$ cat config.mk
export PLATFORM = sky130hd
export DESIGN_NAME = perf_counter_ctrl
export DESIGN_NICKNAME = d
export VERILOG_FILES = /design/src/rtl/perf_counter_ctrl.sv
export SDC_FILE = /design/constraint.sdc
export NUM_CORES = 1
export LEC_CHECK = 0
export ABC_AREA = 1
export BUFFER_PORTS_ARGS = -buffer_cell sky130_fd_sc_hd__buf_4
export CAP_MARGIN = 10
export CORE_MARGIN = 3
export CORE_UTILIZATION = 35
export CTS_BUF_LIST = sky130_fd_sc_hd__clkbuf_2
export CTS_CLUSTER_SIZE = 24
export DETAILED_ROUTE_END_ITERATION = 8
export GPL_TIMING_DRIVEN = 0
export RECOVER_POWER = 25
export SLEW_MARGIN = 20
export SYNTH_ARGS = -nofsm -noshare
export SYNTH_HDL_FRONTEND = slang
export SYNTH_SLANG_ARGS = --single-unit
$ cat constraint.sdc
create_clock -name cpu_clk -period 6.3 [get_ports cpu_clk]
set_input_delay 0.945 -clock cpu_clk [delete_from_list [all_inputs] [get_ports cpu_clk]]
set_output_delay 0.945 -clock cpu_clk [all_outputs]
set_load 0.05 [all_outputs]
$ cat src/rtl/perf_counter_ctrl.sv
// perf_counter_ctrl: hardware performance-counter controller for the nontrivial_mips core.
// NUM_CNT programmable counters, each selecting one of NUM_EVT event sources (event 0 is
// a hard-wired "cycle" source that always contributes +1). Each source supplies a 0..3
// increment per cycle. Counters are programmed and read through a one-cycle register
// port. Overflows set sticky STATUS bits and can raise a level interrupt towards CP0.
//
// Register map (reg_addr):
//   0 CTRL {[3]ie, [2]clr (self-clearing, reads 0), [1]frz, [0]en}
//   1 STATUS {[NUM_CNT-1:0] ovf}, write-1-to-clear
//   2..5 SEL0..3 {[3:0] evt}
//   8..B CNT0..3
//   C..F SNAP0..3 (read-only, PERF_SNAPSHOT_EN builds only; otherwise read 0)
//   Unmapped or absent registers read 0 and ignore writes; every request is acked.
//
// Ports:
//   cpu_clk    core clock
//   resetn     synchronous, active-low reset
//   evt_inc    per-event increment, evt_inc[2e+1:2e] for event e
//   reg_req    register access strobe, one cycle per access
//   reg_we     1 = write, 0 = read
//   reg_addr   register index
//   reg_wdata  write data
//   snap       (PERF_SNAPSHOT_EN only) copy all counters into SNAP shadows
//   reg_ack    access done, exactly one cycle after reg_req
//   reg_rdata  read data, valid while reg_ack, 0 otherwise
//   perf_irq   level interrupt, |(STATUS.ovf & CTRL.ie)
//
// Optional feature macro: PERF_SNAPSHOT_EN (adds the snap input and SNAP registers).

module perf_counter_ctrl #(
   parameter int unsigned NUM_CNT = 4,
   parameter int unsigned NUM_EVT = 16,
   parameter int unsigned CNT_W   = 32
) (
   input  logic                 cpu_clk,
   input  logic                 resetn,
   input  logic [2*NUM_EVT-1:0] evt_inc,
   input  logic                 reg_req,
   input  logic                 reg_we,
   input  logic [3:0]           reg_addr,
   input  logic [31:0]          reg_wdata,
`ifdef PERF_SNAPSHOT_EN
   input  logic                 snap,
`endif
   output logic                 reg_ack,
   output logic [31:0]          reg_rdata,
   output logic                 perf_irq
);

   logic               ctrl_en_q, ctrl_frz_q, ctrl_ie_q;
   logic [NUM_CNT-1:0] ovf_q, ovf_d;
   logic [3:0]         sel_q [NUM_CNT];
   logic [CNT_W-1:0]   cnt_q [NUM_CNT];
   logic [CNT_W-1:0]   cnt_d [NUM_CNT];
   logic               ack_q;
   logic [31:0]        rdata_q, rdata_d;
`ifdef PERF_SNAPSHOT_EN
   logic [CNT_W-1:0]   snap_q [NUM_CNT];
`endif

   // Event 0 is the cycle source; the evt_inc slot for it is ignored.
   logic [1:0] evt_val [16];
   logic       unused_evt0;
   assign unused_evt0 = ^evt_inc[1:0];

   for (genvar e = 0; e < 16; e++) begin : g_evt
      if (e == 0) begin : g_cycle
         assign evt_val[e] = 2'd1;
      end else if (e < NUM_EVT) begin : g_src
         assign evt_val[e] = evt_inc[2*e +: 2];
      end else begin : g_none
         assign evt_val[e] = 2'd0;
      end
   end

   logic               wr_en, ctrl_wr, status_wr, clr, count_en, freeze_now;
   logic [NUM_CNT-1:0] cnt_wr, new_ovf;
   logic [CNT_W:0]     sum [NUM_CNT];

   assign wr_en     = reg_req & reg_we;
   assign ctrl_wr   = wr_en && (reg_addr == 4'd0);
   assign status_wr = wr_en && (reg_addr == 4'd1);
   assign clr       = ctrl_wr & reg_wdata[2];
   assign count_en  = ctrl_en_q & ~(ctrl_frz_q & (|ovf_q));

   always_comb begin
      new_ovf = '0;
      cnt_wr  = '0;
      for (int i = 0; i < NUM_CNT; i++) begin
         sum[i]     = {1'b0, cnt_q[i]} + {{(CNT_W-1){1'b0}}, evt_val[sel_q[i]]};
         cnt_wr[i]  = wr_en && (reg_addr == 4'(8 + i));
         // A direct write or a clear overrides this cycle's increment and its carry.
         new_ovf[i] = count_en & ~cnt_wr[i] & ~clr & sum[i][CNT_W];
      end
   end

   // Freeze bites in the same edge the overflow is recorded: everyone else holds.
   assign freeze_now = ctrl_frz_q & (|new_ovf);

   always_comb begin
      for (int i = 0; i < NUM_CNT; i++) begin
         cnt_d[i] = cnt_q[i];
         if (clr) begin
            cnt_d[i] = '0;
         end else if (cnt_wr[i]) begin
            cnt_d[i] = reg_wdata[CNT_W-1:0];
         end else if (count_en && (!freeze_now || new_ovf[i])) begin
            cnt_d[i] = sum[i][CNT_W-1:0];
         end
      end
      if (clr) begin
         ovf_d = '0;
      end else begin
         // New overflow wins over a coincident W1C on the same bit.
         ovf_d = (ovf_q & ~(status_wr ? reg_wdata[NUM_CNT-1:0] : '0)) | new_ovf;
      end
   end

   // Read data is sampled from register state before this edge's update.
   always_comb begin
      rdata_d = '0;
      if (reg_req && !reg_we) begin
         if (reg_addr == 4'd0) rdata_d = {28'd0, ctrl_ie_q, 1'b0, ctrl_frz_q, ctrl_en_q};
         if (reg_addr == 4'd1) rdata_d[NUM_CNT-1:0] = ovf_q;
         for (int i = 0; i < NUM_CNT; i++) begin
            if (reg_addr == 4'(2 + i)) rdata_d = {28'd0, sel_q[i]};
            if (reg_addr == 4'(8 + i)) rdata_d = 32'(cnt_q[i]);
`ifdef PERF_SNAPSHOT_EN
            if (reg_addr == 4'(12 + i)) rdata_d = 32'(snap_q[i]);
`endif
         end
      end
   end

   always_ff @(posedge cpu_clk) begin
      if (!resetn) begin
         ctrl_en_q  <= 1'b0;
         ctrl_frz_q <= 1'b0;
         ctrl_ie_q  <= 1'b0;
         ovf_q      <= '0;
         ack_q      <= 1'b0;
         rdata_q    <= '0;
         for (int i = 0; i < NUM_CNT; i++) begin
            sel_q[i] <= '0;
            cnt_q[i] <= '0;
`ifdef PERF_SNAPSHOT_EN
            snap_q[i] <= '0;
`endif
         end
      end else begin
         if (ctrl_wr) begin
            ctrl_en_q  <= reg_wdata[0];
            ctrl_frz_q <= reg_wdata[1];
            ctrl_ie_q  <= reg_wdata[3];
         end
         ovf_q   <= ovf_d;
         ack_q   <= reg_req;
         rdata_q <= rdata_d;
         for (int i = 0; i < NUM_CNT; i++) begin
            if (wr_en && (reg_addr == 4'(2 + i))) sel_q[i] <= reg_wdata[3:0];
            cnt_q[i] <= cnt_d[i];
`ifdef PERF_SNAPSHOT_EN
            if (snap) snap_q[i] <= cnt_q[i];
`endif
         end
      end
   end

   assign reg_ack   = ack_q;
   assign reg_rdata = rdata_q;
   assign perf_irq  = ctrl_ie_q & (|ovf_q);

endmodule
Yosys cells after proc, flatten, opt, wreduce, memory -nomap -nowiden
Memory sizes are Yosys's and may differ from the RTL's.
Cells that the tools add are included.
{"block": "word_totals", "ramBits": 144, "register_bits": 40, "input_bits": 72, "memories": 2, "out_inout_bits": 34, "word_cells": 148}
{"memory": "cnt_q", "depth": 4, "word_bits": 32, "rd": 4, "rd_clocked_by_memory_dff": 0, "wr": 4, "line_no": "53", "rtl": "logic [CNT_W-1:0] cnt_q [NUM_CNT];"}
{"memory": "sel_q", "depth": 4, "word_bits": 4, "rd": 4, "rd_clocked_by_memory_dff": 0, "wr": 4, "line_no": "52", "rtl": "logic [3:0] sel_q [NUM_CNT];"}
{"block": "classes", "n_lt_le_gt_ge": 4, "addsub": 4, "n_reduce_logical": 26, "eq_ne": 9, "n_bitwise": 40, "n_mux": 57}
{"operator": "$mux W32", "count": 24}
{"operator": "$add A32 B2 Y33", "count": 4}
{"operator": "$bmux W2 S4", "count": 4}
{"operator": "$mux W4", "count": 7}
{"operator": "$ge A5 B5 Y1 const B", "count": 4}
{"operator": "$not A4 Y5", "count": 4}
{"operator": "$and A1 B1 Y1", "count": 18}
{"operator": "$eq A4 B4 Y1 const B", "count": 4}
{"operator": "$mux W2", "count": 8}
{"operator": "$logic_and A1 B1 Y1", "count": 15}
{"operator": "$mux W1", "count": 14}
{"operator": "$eq A4 B2 Y1 const B", "count": 2}
{"operator": "$eq A4 B3 Y1 const B", "count": 2}
{"operator": "$or A1 B1 Y1", "count": 8}
{"operator": "$reduce_or A4 Y1", "count": 2}
{"operator": "$not A1 Y1", "count": 7}
{"operator": "$and A4 B4 Y4", "count": 1}
{"operator": "$eq A4 B1 Y1 const B", "count": 1}
{"operator": "$logic_not A4 Y1", "count": 1}
{"operator": "$logic_or A1 B1 Y1", "count": 4}
{"operator": "$not A4 Y4", "count": 1}
{"operator": "$or A4 B4 Y4", "count": 1}
{"operator": "$logic_not A1 Y1", "count": 2}
{"operator": "$reduce_and A2 Y1", "count": 1}
{"operator": "$reduce_or A2 Y1", "count": 1}

Depth between registers and ports, before layout
{"block": "logic_depth", "ltp_word": 16, "ltp_mapped": 26, "mapped_depth_nobuf": 23}

Worst setup path after synthesis
No wires, ideal clock.
{"block": "synth_path", "path_kind": "input to register", "from": "input port evt_inc[4]", "to": "memory cnt_q[0][9]", "path_slack_ns": 3.003, "setup_ns": 0.113, "n_path_buf": 1, "required_ns": 6.187, "arrival_time_ns": 3.184, "path_stages": 20, "path_cell_list": "o21ai_0 o21ai_0 nor2_1 o32ai_1 ha_1 fa_1 nand2_1 nor2_2 nand2_2 nor2_2 nand2_1 nor2_1 nor2_1 nand2_2 nand3_1 nand2_2 nand2_2 buf_4 nor2_1 nor2_1"}
{"item": "start, declared", "line_no": "37", "rtl": "input logic [2*NUM_EVT-1:0] evt_inc,"}
{"item": "end, declared", "line_no": "53"}

==> flow_summary.ini <==
[status]
status = finished clean

[place]
place.gp.congestion = 1.027
place_area_um2 = 14390
dp_hpwl_mm = 45.11
portBuffers = 103

[pwr]
p_seq_share_pct = 54.0
p_per_area_nw_per_um2 = 152.8
vdd_ir_drop_max_mv = 0.1022
internal_power_mw = 1.522
p_leak_nw = 5.069
combPwrFrac_pct = 12.6
p_sw_mw = 0.7188
clock_power_share_pct = 33.4
switching_share_pct = 32.07

[logic_synthesis]
syn_nets = 2188
synth_edf_count = 16
ys.warnings.count = 0
synth_area_per_cell_um2 = 6.191
synth.most_common_cell = nand2_1
async_flop_share_pct = 0
yosysUniqueCellTypes = 46
synth_ff_type = dfxtp_1
netlist.area_leader.share_pct = 25.82
yosysTopAreaCell = dfxtp_1
synth_seq_cells = 184
netlist_area_um2 = 13030
synthCells = 2104
synth_area_leaders = dfxtp_1 (26%), nand2_1 (16%), nor2_1 (7.9%), o21ai_0 (7.1%), nand3_1 (6.6%)
synthTopCellsByCount = nand2_1 (560), nor2_1 (273), o21ai_0 (185)
ys_seq_area_share_pct = 29.51

[hold_path]
hold-path-cell-count = 3
hp-class = input pin to flop
hp-start = reg_req
hold_end = reg_ack

[global_routing]
grt_pass1_wl_mm = 84.84
antenna_found_initial = 6
grt_max_degree = 19
grt_overflow = 0
grt_usage_pct = 28.14
grt_pass1_vias = 14090

[sta]
max_freq_mhz = 208.9
fin_setup_tns_ps = 0
period_share_pct = 75.98
worstMarginPinSlew_ps = 1027
period_minus_slack_ps = 4787
max_slew_margin_pct = 31.30
skew_ps = 67.33
rsz0062_at_grt = no
drv_slew = 0
hold_violations = 0
setup_viol = 0

[setup_path]
cp_cell_sequence = clkbuf_1 -> clkbuf_1 -> nand2_1 -> nand3_1 -> a21oi_1 -> o31ai_1 -> ha_1 -> fa_1 -> nand2_1 -> nor2_1 -> nand2_1 -> nor2_1 -> nand2_1 -> nor2_1 -> nor2_1 -> nand2_2 -> nand3_2 -> nand2_2 -> nand2_2 -> buf_4 -> nand2_1 -> a21oi_1
start_kind = flop
crit_type = flop to flop
crit_arrival_ps = 5500
cp.required_ps = 7010
r2r_end = cnt_q[1][26]
reg2reg_slack_ps = 1510
reg2reg_depth = 22
cp_slowest_stage_delay_ps = 710
crit_path_end_kind = flop
r2r_start = sel_q[0][0]
worst_path_most_repeated_cell = nand2_1
critPathSlowestCell = o31ai_1
crit_fanout = 10

[clocking]
numCtsBuffers = 17
cts.sinks = 184
cts_tree = yes
clkTransAtPathRegs_ps = 310
cts_root_buffer = clkbuf_2
cts_setup_buffers = 0
clk_latency_ps = 880
cts_buffer_depth = 2
ctsHtreeMaxLevel = 4
hold_buffers = 0
cts_resized = 0

[routing]
vias = 15390
top_signal_layer_used = met4
postRouteWirelength_mm = 56.87
drtIter0Drc = 1682
drt-pass1-iter-count = 5
wl_per_cell_um = 21.00
postRouteAntennaNets = 0
via_per_inst = 5.681
drc = 0
wl_met2_mm = 25.34
wl_met1_mm = 24.47
dr_wl_met3_mm = 5.345

[die]
die_h_um = 198.9
rows = 70
coreArea_um2 = 36610
start_util_pct = 35.58
die_area_um2 = 39570
fp.dieW_um = 198.9
io_pins = 106

[layout]
drive_gt1_share_pct = 8.486
nets = 2310
fin_area_um2 = 14660
final_util_pct = 40.05
area_delta_synth_final_pct = 12.56

[flow_run]
drv_cap = 0
==> layout by cell type (no fill, tap or decap), types with 8 or more instances in the layout <==
master,netlist,layout
a21oi_1,141,141
a221oi_1,28,28
a31oi_1,9,9
buf_2,13,13
buf_4,9,108
clkbuf_1,69,74
clkbuf_2,1,18
dfxtp_1,168,168
edfxtp_1,16,16
ha_1,8,8
inv_1,149,150
nand2_1,560,561
nand2_2,14,13
nand3_1,173,173
nand4_1,30,30
nor2_1,273,275
nor3_1,43,43
nor4_1,8,8
o21ai_0,185,185
o22ai_1,37,37
xnor2_1,19,19
xor2_1,71,71
==> layer usage <==
metal  track usage (%)  vias up
met5                 0        -
met3             4.353       94
met2             45.12      786
li1                  -     7257
met1             39.06     7248
met4             8.615        0
==> worst max path at each step <==
stage	startpoint	to	slack, ps	cells after the start
2_1_floorplan	evt_inc[4]	cnt_q[0][9]	3000	20
3_3_place_gp	evt_inc[4]	cnt_q[1][28]	1710	21
3_5_place_dp	evt_inc[4]	cnt_q[1][26]	1700	21
4_1_cts	sel_q[0][0]	cnt_q[1][26]	1640	22
5_1_grt	sel_q[0][0]	cnt_q[3][16]	1130	21
6_report	sel_q[0][0]	cnt_q[1][26]	1510	22
==> state kept, by name, summed over array words and instances (netlist names) <==
signal,flops
cnt_q,128
ctrl_ie_q,1
ctrl_frz_q,1
ovf_q,4
reg_ack,1
reg_rdata,32
ctrl_en_q,1
sel_q,16
==> worst max-delay path: cells and delay by family, from the launching register on <==
kind            cells  cell delay, ps
simple gates       14            1720
buf+inv             3            1060
compound gates      3             840
fa+ha+maj           2             620
flops               1             390
==> cell families after synthesis <==
logic type               count (synthesis)  synth area share (%)
multiplexers                             6                0.4611
buffers and inverters                  263                 8.318
flip-flops                             184                 29.51
adder cells (fa/ha/maj)                 12                 1.383
AND/OR/NAND/NOR                       1121                 35.97
AO/OA/AOI/OAI                          428                 18.31
XOR/XNOR                                90                 6.051
==> power groups by stage <==
stage | Combinational, mW | Clock [mW] | Sequential, mW
final | 0.283 | 0.749 | 1.21
after global routing | 0.304 | 0.801 | 1.21
after CTS | 0.277 | 0.752 | 1.21
after detailed placement | 0.275 | 0 | 1.23
after global placement | 0.271 | 0 | 1.23
after floorplan | 0.137 | 0 | 1.23
==> metrics by stage <==
stage	hold slack [ps]	worst slack (ps)	total power, mW	std cells
2_1_floorplan	445.1	3003	1.363	2104
3_3_place_gp	473.2	1712	1.499	2675
3_5_place_dp	472.3	1696	1.504	2675
4_1_cts	211.1	1644	2.237	2707
5_1_grt	186.8	1125	2.317	2708
6_report	269.6	1513	2.241	2708
==> final cells by class <==
cell class / count / area [um^2]
clock buffers: 17 / 85.08
repair buffers: 103 / 762.0
plain buffers: 106 / 494.2
inverters: 157 / 589.3
flip-flops and latches: 184 / 3844
clock inverters: 15 / 209.0
multi-input cells: 1657 / 8092
diodes: 1 / 2.502
fillers: 4020 / 21950
well taps: 468 / 585.6
Note: power is estimated with default switching activity, not from simulation.
